### src/rtl/time_cmd_parser.sv
// Parses "@HH:MM:SS<CR|LF>" frames from a first-word-fall-through RX FIFO and
// publishes the BCD time on a valid terminator; malformed or stalled frames pulse oErr.
module time_cmd_parser #(
    parameter int TIMEOUT_CYCLES = 100_000_000
) (
    input  logic       iClk,
    input  logic       iRst,
    input  logic       iRx_Empty,
    input  logic [7:0] iRx_Data,
    output logic       oRx_Pop,
    output logic [3:0] oDigit_Hour_10,
    output logic [3:0] oDigit_Hour_1,
    output logic [3:0] oDigit_Min_10,
    output logic [3:0] oDigit_Min_1,
    output logic [3:0] oDigit_Sec_10,
    output logic [3:0] oDigit_Sec_1,
    output logic       oLoad,
    output logic       oErr,
    output logic       oBusy
);

    localparam int CW = (TIMEOUT_CYCLES > 2) ? $clog2(TIMEOUT_CYCLES) : 1;
    // The counter reaches TIMEOUT_CYCLES-1 on the edge that ends the firing cycle.
    localparam logic [CW-1:0] FIRE_CNT = CW'(TIMEOUT_CYCLES - 2);
    localparam logic [CW-1:0] TERM_CNT = CW'(TIMEOUT_CYCLES - 1);
    localparam logic [CW-1:0] CNT_ONE  = CW'(1);

    typedef enum logic [3:0] {
        IDLE  = 4'd0,
        HR10  = 4'd1,
        HR1   = 4'd2,
        COL1  = 4'd3,
        MIN10 = 4'd4,
        MIN1  = 4'd5,
        COL2  = 4'd6,
        SEC10 = 4'd7,
        SEC1  = 4'd8,
        TERM  = 4'd9,
        LOAD  = 4'd10
    } state_t;

    state_t          state_q, state_d, adv_s;
    logic            pop_hist_q;
    logic [CW-1:0]   cnt_q, cnt_d;
    logic [3:0]      sh_q  [6];
    logic [3:0]      dig_q [6];
    logic            load_q, err_q, busy_q, err_d;
    logic [5:0]      cap_we_s, sh_we_s;
    logic            counting_s, tmo_fire_s, pop_s, byte_ok_s;
    logic            is_digit_s, is_at_s, is_col_s, is_term_s;
    logic [3:0]      digit_s;

    assign counting_s = (state_q != IDLE) && (state_q != LOAD);
    assign tmo_fire_s = counting_s && (cnt_q == FIRE_CNT);
    assign pop_s      = iRst && !iRx_Empty && !pop_hist_q && !tmo_fire_s;

    assign is_digit_s = (iRx_Data >= 8'h30) && (iRx_Data <= 8'h39);
    assign digit_s    = iRx_Data[3:0];
    assign is_at_s    = (iRx_Data == 8'h40);
    assign is_col_s   = (iRx_Data == 8'h3A);
    assign is_term_s  = (iRx_Data == 8'h0D) || (iRx_Data == 8'h0A);

    // Per-state byte legality, successor state and shadow capture slot.
    always_comb begin
        byte_ok_s = 1'b0;
        adv_s     = IDLE;
        cap_we_s  = 6'b000000;
        case (state_q)
            HR10:  begin byte_ok_s = is_digit_s && (digit_s <= 4'd2); adv_s = HR1;   cap_we_s = 6'b000001; end
            HR1:   begin
                byte_ok_s = is_digit_s && ((sh_q[0] == 4'd2) ? (digit_s <= 4'd3) : 1'b1);
                adv_s     = COL1;
                cap_we_s  = 6'b000010;
            end
            COL1:  begin byte_ok_s = is_col_s;                          adv_s = MIN10; end
            MIN10: begin byte_ok_s = is_digit_s && (digit_s <= 4'd5); adv_s = MIN1;  cap_we_s = 6'b000100; end
            MIN1:  begin byte_ok_s = is_digit_s;                        adv_s = COL2;  cap_we_s = 6'b001000; end
            COL2:  begin byte_ok_s = is_col_s;                          adv_s = SEC10; end
            SEC10: begin byte_ok_s = is_digit_s && (digit_s <= 4'd5); adv_s = SEC1;  cap_we_s = 6'b010000; end
            SEC1:  begin byte_ok_s = is_digit_s;                        adv_s = TERM;  cap_we_s = 6'b100000; end
            TERM:  begin byte_ok_s = is_term_s;                         adv_s = LOAD;  end
            default: begin byte_ok_s = 1'b0; adv_s = IDLE; cap_we_s = 6'b000000; end
        endcase
    end

    // Next-state: timeout beats a byte; a bad '@' restarts the frame instead of dropping it.
    always_comb begin
        state_d = state_q;
        err_d   = 1'b0;
        sh_we_s = 6'b000000;
        case (state_q)
            IDLE: begin
                if (pop_s && is_at_s) state_d = HR10;
                else                  state_d = IDLE;
            end
            LOAD: state_d = IDLE;
            default: begin
                if (tmo_fire_s) begin
                    state_d = IDLE;
                    err_d   = 1'b1;
                end else if (pop_s && byte_ok_s) begin
                    state_d = adv_s;
                    sh_we_s = cap_we_s;
                end else if (pop_s) begin
                    state_d = is_at_s ? HR10 : IDLE;
                    err_d   = 1'b1;
                end else begin
                    state_d = state_q;
                end
            end
        endcase
    end

    // Inter-byte timeout counter, saturating at terminal count.
    always_comb begin
        if (pop_s || !counting_s)   cnt_d = '0;
        else if (cnt_q != TERM_CNT) cnt_d = cnt_q + CNT_ONE;
        else                        cnt_d = cnt_q;
    end

    // State, shadows, published digits and status pulses.
    always_ff @(posedge iClk or negedge iRst) begin
        if (!iRst) begin
            state_q    <= IDLE;
            pop_hist_q <= 1'b0;
            cnt_q      <= '0;
            load_q     <= 1'b0;
            err_q      <= 1'b0;
            busy_q     <= 1'b0;
            for (int i = 0; i < 6; i++) begin
                sh_q[i]  <= 4'd0;
                dig_q[i] <= 4'd0;
            end
        end else begin
            state_q    <= state_d;
            pop_hist_q <= pop_s;
            cnt_q      <= cnt_d;
            load_q     <= (state_d == LOAD);
            err_q      <= err_d;
            busy_q     <= (state_d != IDLE);
            for (int i = 0; i < 6; i++) begin
                if (sh_we_s[i])        sh_q[i]  <= digit_s;
                if (state_d == LOAD)   dig_q[i] <= sh_q[i];
            end
        end
    end

    assign oRx_Pop        = pop_s;
    assign oLoad          = load_q;
    assign oErr           = err_q;
    assign oBusy          = busy_q;
    assign oDigit_Hour_10 = dig_q[0];
    assign oDigit_Hour_1  = dig_q[1];
    assign oDigit_Min_10  = dig_q[2];
    assign oDigit_Min_1   = dig_q[3];
    assign oDigit_Sec_10  = dig_q[4];
    assign oDigit_Sec_1   = dig_q[5];

endmodule

### config.mk
export PLATFORM = sky130hd
export DESIGN_NAME = time_cmd_parser
export DESIGN_NICKNAME = d
export VERILOG_FILES = /design/src/rtl/time_cmd_parser.sv
export SDC_FILE = /design/constraint.sdc
export NUM_CORES = 1
export LEC_CHECK = 0
export BUFFER_PORTS_ARGS = -buffer_cell sky130_fd_sc_hd__buf_4
export CORE_MARGIN = 3
export CORE_UTILIZATION = 45
export CTS_CLUSTER_DIAMETER = 200
export DETAILED_ROUTE_END_ITERATION = 7
export SYNTH_ARGS = -nofsm -noshare
export SYNTH_HDL_FRONTEND = slang
export SYNTH_SLANG_ARGS = --single-unit
### constraint.sdc
create_clock -name iClk -period 4.2 [get_ports iClk]
set_clock_uncertainty 0.1 [all_clocks]
set_input_delay 0.84 -clock iClk [delete_from_list [all_inputs] [get_ports iClk]]
set_output_delay 0.84 -clock iClk [all_outputs]
set_load 0.02 [all_outputs]
==> summary.txt <==
Hold path
  • Hold EP: oDigit_Sec_1[1]
  • Worst Hold Class: reg2reg
  • HP Start: sh_q[1]
  • Hold Path Stages: 1

Global route
  • First-pass GRT wire length: 13.2 mm
  • Initial antenna violation count: 0
  • Largest net degree at the start of global routing: 48
  • Vias in the first global route: 2588
  • Global-route usage over all layers: 16.5%
  • GRT overflow: 0

Run status
  • Outcome: completed

Floorplan
  • I/O Pins: 39
  • Horiz. Die Dim: 100 µm
  • Die area: 0.0101 mm²
  • Core box area: around 0.0084 mm²
  • # rows: 33
  • Die Ht: roughly 100 µm
  • Initial core utilization: 47.7%

Clock network
  • CTS tree: done
  • H-tree depth: 3
  • Max Root-Sink Buffers: 2
  • CTS Sinks: 83
  • Root Buffer: clkbuf_8
  • Post-CTS Hold Buffers: 0
  • Number of buffers created by CTS: 9
  • Post-cts sizing count: 0
  • Clk Latency, worst-skew pair: approximately 350 ps
  • Clk slew on worst S/H paths: 90 ps
  • Post-CTS setup buffer count: 0

Synth
  • Unique cell type count in the Yosys netlist: 56
  • Async SR Flop Fraction: 100%
  • Mapped Cells: 354
  • Synth Cell Area: 0.00402 mm²
  • Number of synthesized flops with an enable pin: 0
  • Primary FF master, synth: dfrtp_1
  • Post-synthesis sequential area ratio: 51.7%
  • Syn nets: 367
  • Ys Warns: 0
  • Synth Register Bits: 83
  • Post-Syn Area per Cell: 11.3 µm²

Placement
  • Inst Count DP: between 400 and 500
  • Hpwl dp: between 5 and 6 mm
  • RePlAce Congestion: 0.856
  • IO buf count: 38

Worst setup path
  • Crit. End Element: primary output
  • CP required: 3260 ps
  • Worst R2R End: oDigit_Sec_1[0]
  • Worst flop-to-flop path startpoint: state_q[0]
  • Cells on worst reg2reg path: 9
  • Crit Path Category: reg2out
  • Worst R2R Setup Slack: 880 ps
  • Max FO, Critical Path: 6
  • Worst path arrival time: approximately 2500 ps
  • Critical path startpoint category: register

Drt
  • Drt first pass iters: 4
  • Detailed-route DRC error count: 0
  • Vias per std cell: between 5 and 6
  • Vias: between 2000 and 3000
  • Starting DRT DRC Count: roughly 80
  • Remaining antenna violation count: 0
  • Routed length per instance: 15.8 µm
  • WL final: 7.89 mm

Layout
  • Fraction of layout cells with a size suffix above 1: between 20 and 30%
  • Final #Nets: roughly 400
  • Commonest non-fill, non-tap cell in the layout: dfrtp_1
  • Post-Layout Cell Count: 501
  • P&R area growth vs syn: 13.2%
  • Antenna Cells: 0
  • Commonest non-fill, non-tap cells in the layout: 83 x dfrtp_1, 46 x nor2_1, 43 x buf_4

Power
  • Worst VDD drop: 174 µV
  • Leakage power: 2.05 nW
  • PD cells: 300 mW/mm²

STA
  • Setup violators final: 0
  • RSZ-0062 raised after global routing: false
  • Worst slew pin tran: between 800 and 900 ps
  • Crit path time final: between 3000 and 4000 ps
  • Slew Limit Fails: 0
  • Period utilization: a little over 80%
  • Achievable Freq: 0.291 GHz
  • Worst slew margin: 44.9%
  • Setup_tns: 0 ps
  • Final Hold Vio Count: 0

Flow run
  • Max-cap check violation count: 0
==> through the flow <==
step	worst slack [ps]	instance area [µm²]	power, mW	hold slack (ps)	utilization [%]
finish	760	4540	1.36	407	53.9
global route	594	4540	1.42	424	53.9
CTS	741	4540	1.39	408	53.9
detailed placement	699	4370	0.864	392	51.9
global placement	722	4370	0.865	379	51.9
floorplan	960	4020	0.831	365	-
==> cells in the mapped netlist, types with 2 or more instances <==
cell	count	area, µm²
buf_2	3	15.0
or3_1	3	18.8
nor4b_1	3	26.3
o21ai_0	9	45.0
a211oi_1	2	15.0
mux2_2	25	282
xnor2_1	11	96.3
nor3b_1	3	22.5
and2_1	2	12.5
dfrtp_1	83	2080
a21oi_1	12	60.1
inv_1	7	26.3
or2_2	2	12.5
and4_1	2	17.5
nand3_1	9	45.0
nand4_1	13	81.3
mux2_4	19	285
ha_1	2	25.0
nor2b_1	8	50.1
buf_6	4	45.0
clkbuf_1	8	30.0
and3_1	6	37.5
nor3_1	8	40.0
nand2_1	19	71.3
nor2_1	46	173
o21ai_1	2	10.0
xor2_1	14	123
==> kinds of logic after synthesis <==
family / count (synthesis) / share of synthesized area, %
simple gates: 138 / 18.5
flops: 83 / 51.7
mux: 45 / 14.4
compound gates: 36 / 5.73
xor+xnor: 26 / 5.86
buf+inv: 24 / 3.18
fa+ha+maj: 2 / 0.623
==> worst max path at each step <==
stage / start / end / slack, ps / cells past startpoint
after detailed placement: iRx_Data[7] / oDigit_Sec_1[2] / 700 / 10
after floorplan: iRx_Data[0] / oDigit_Hour_1[0] / 960 / 10
after CTS: cnt_q[12] / oRx_Pop / 740 / 7
after global placement: iRx_Data[7] / oDigit_Sec_1[2] / 720 / 10
final: cnt_q[12] / oRx_Pop / 760 / 7
after global routing: cnt_q[12] / oRx_Pop / 590 / 7
==> worst max-delay path: stages, from the launching register on <==
cell	delay [ps]
dfrtp_1	440
nor4b_1	320
nand4_1	220
nor4_1	490
nand2_1	200
nand2_1	230
inv_1	80
buf_4	160
==> final cells by class <==
type | instances | area, µm²
clock buffer | 10 | 128
sequential | 83 | 2080
timing repair buffer | 43 | 323
multi-input combinational | 247 | 1810
clock inverter | 6 | 47.5
tap | 105 | 131
fill | 736 | 3880
inverter | 7 | 26.3
==> per-layer routing <==
layer / track usage [%] / vias to the layer above / wire [µm]
li1: - / 1307 / -
met5: 0 / - / 0
met1: 22.2 / 1340 / 3700
met4: 4.97 / 0 / 103
met3: 4.43 / 11 / 328
met2: 26.3 / 64 / 3760
==> power breakdown <==
group          leakage [nW]  switching (mW)  total, mW  internal, mW
Combinational         0.813          0.0328     0.0468        0.0140
Clock                0.0755           0.298      0.517         0.219
Sequential             1.16        0.000674      0.800         0.799
Total                  2.05           0.331       1.36          1.03
==> sequential cells by signal, indices dropped and copies added, names as in the netlist <==
signal,count
pop_hist_q,1
oDigit_Hour_1,4
state_q,4
oDigit_Min_1,4
sh_q,24
oBusy,1
oDigit_Min_10,4
oDigit_Sec_1,4
oErr,1
oLoad,1
oDigit_Sec_10,4
cnt_q,27
oDigit_Hour_10,4
(Power assumes the default switching activity.)
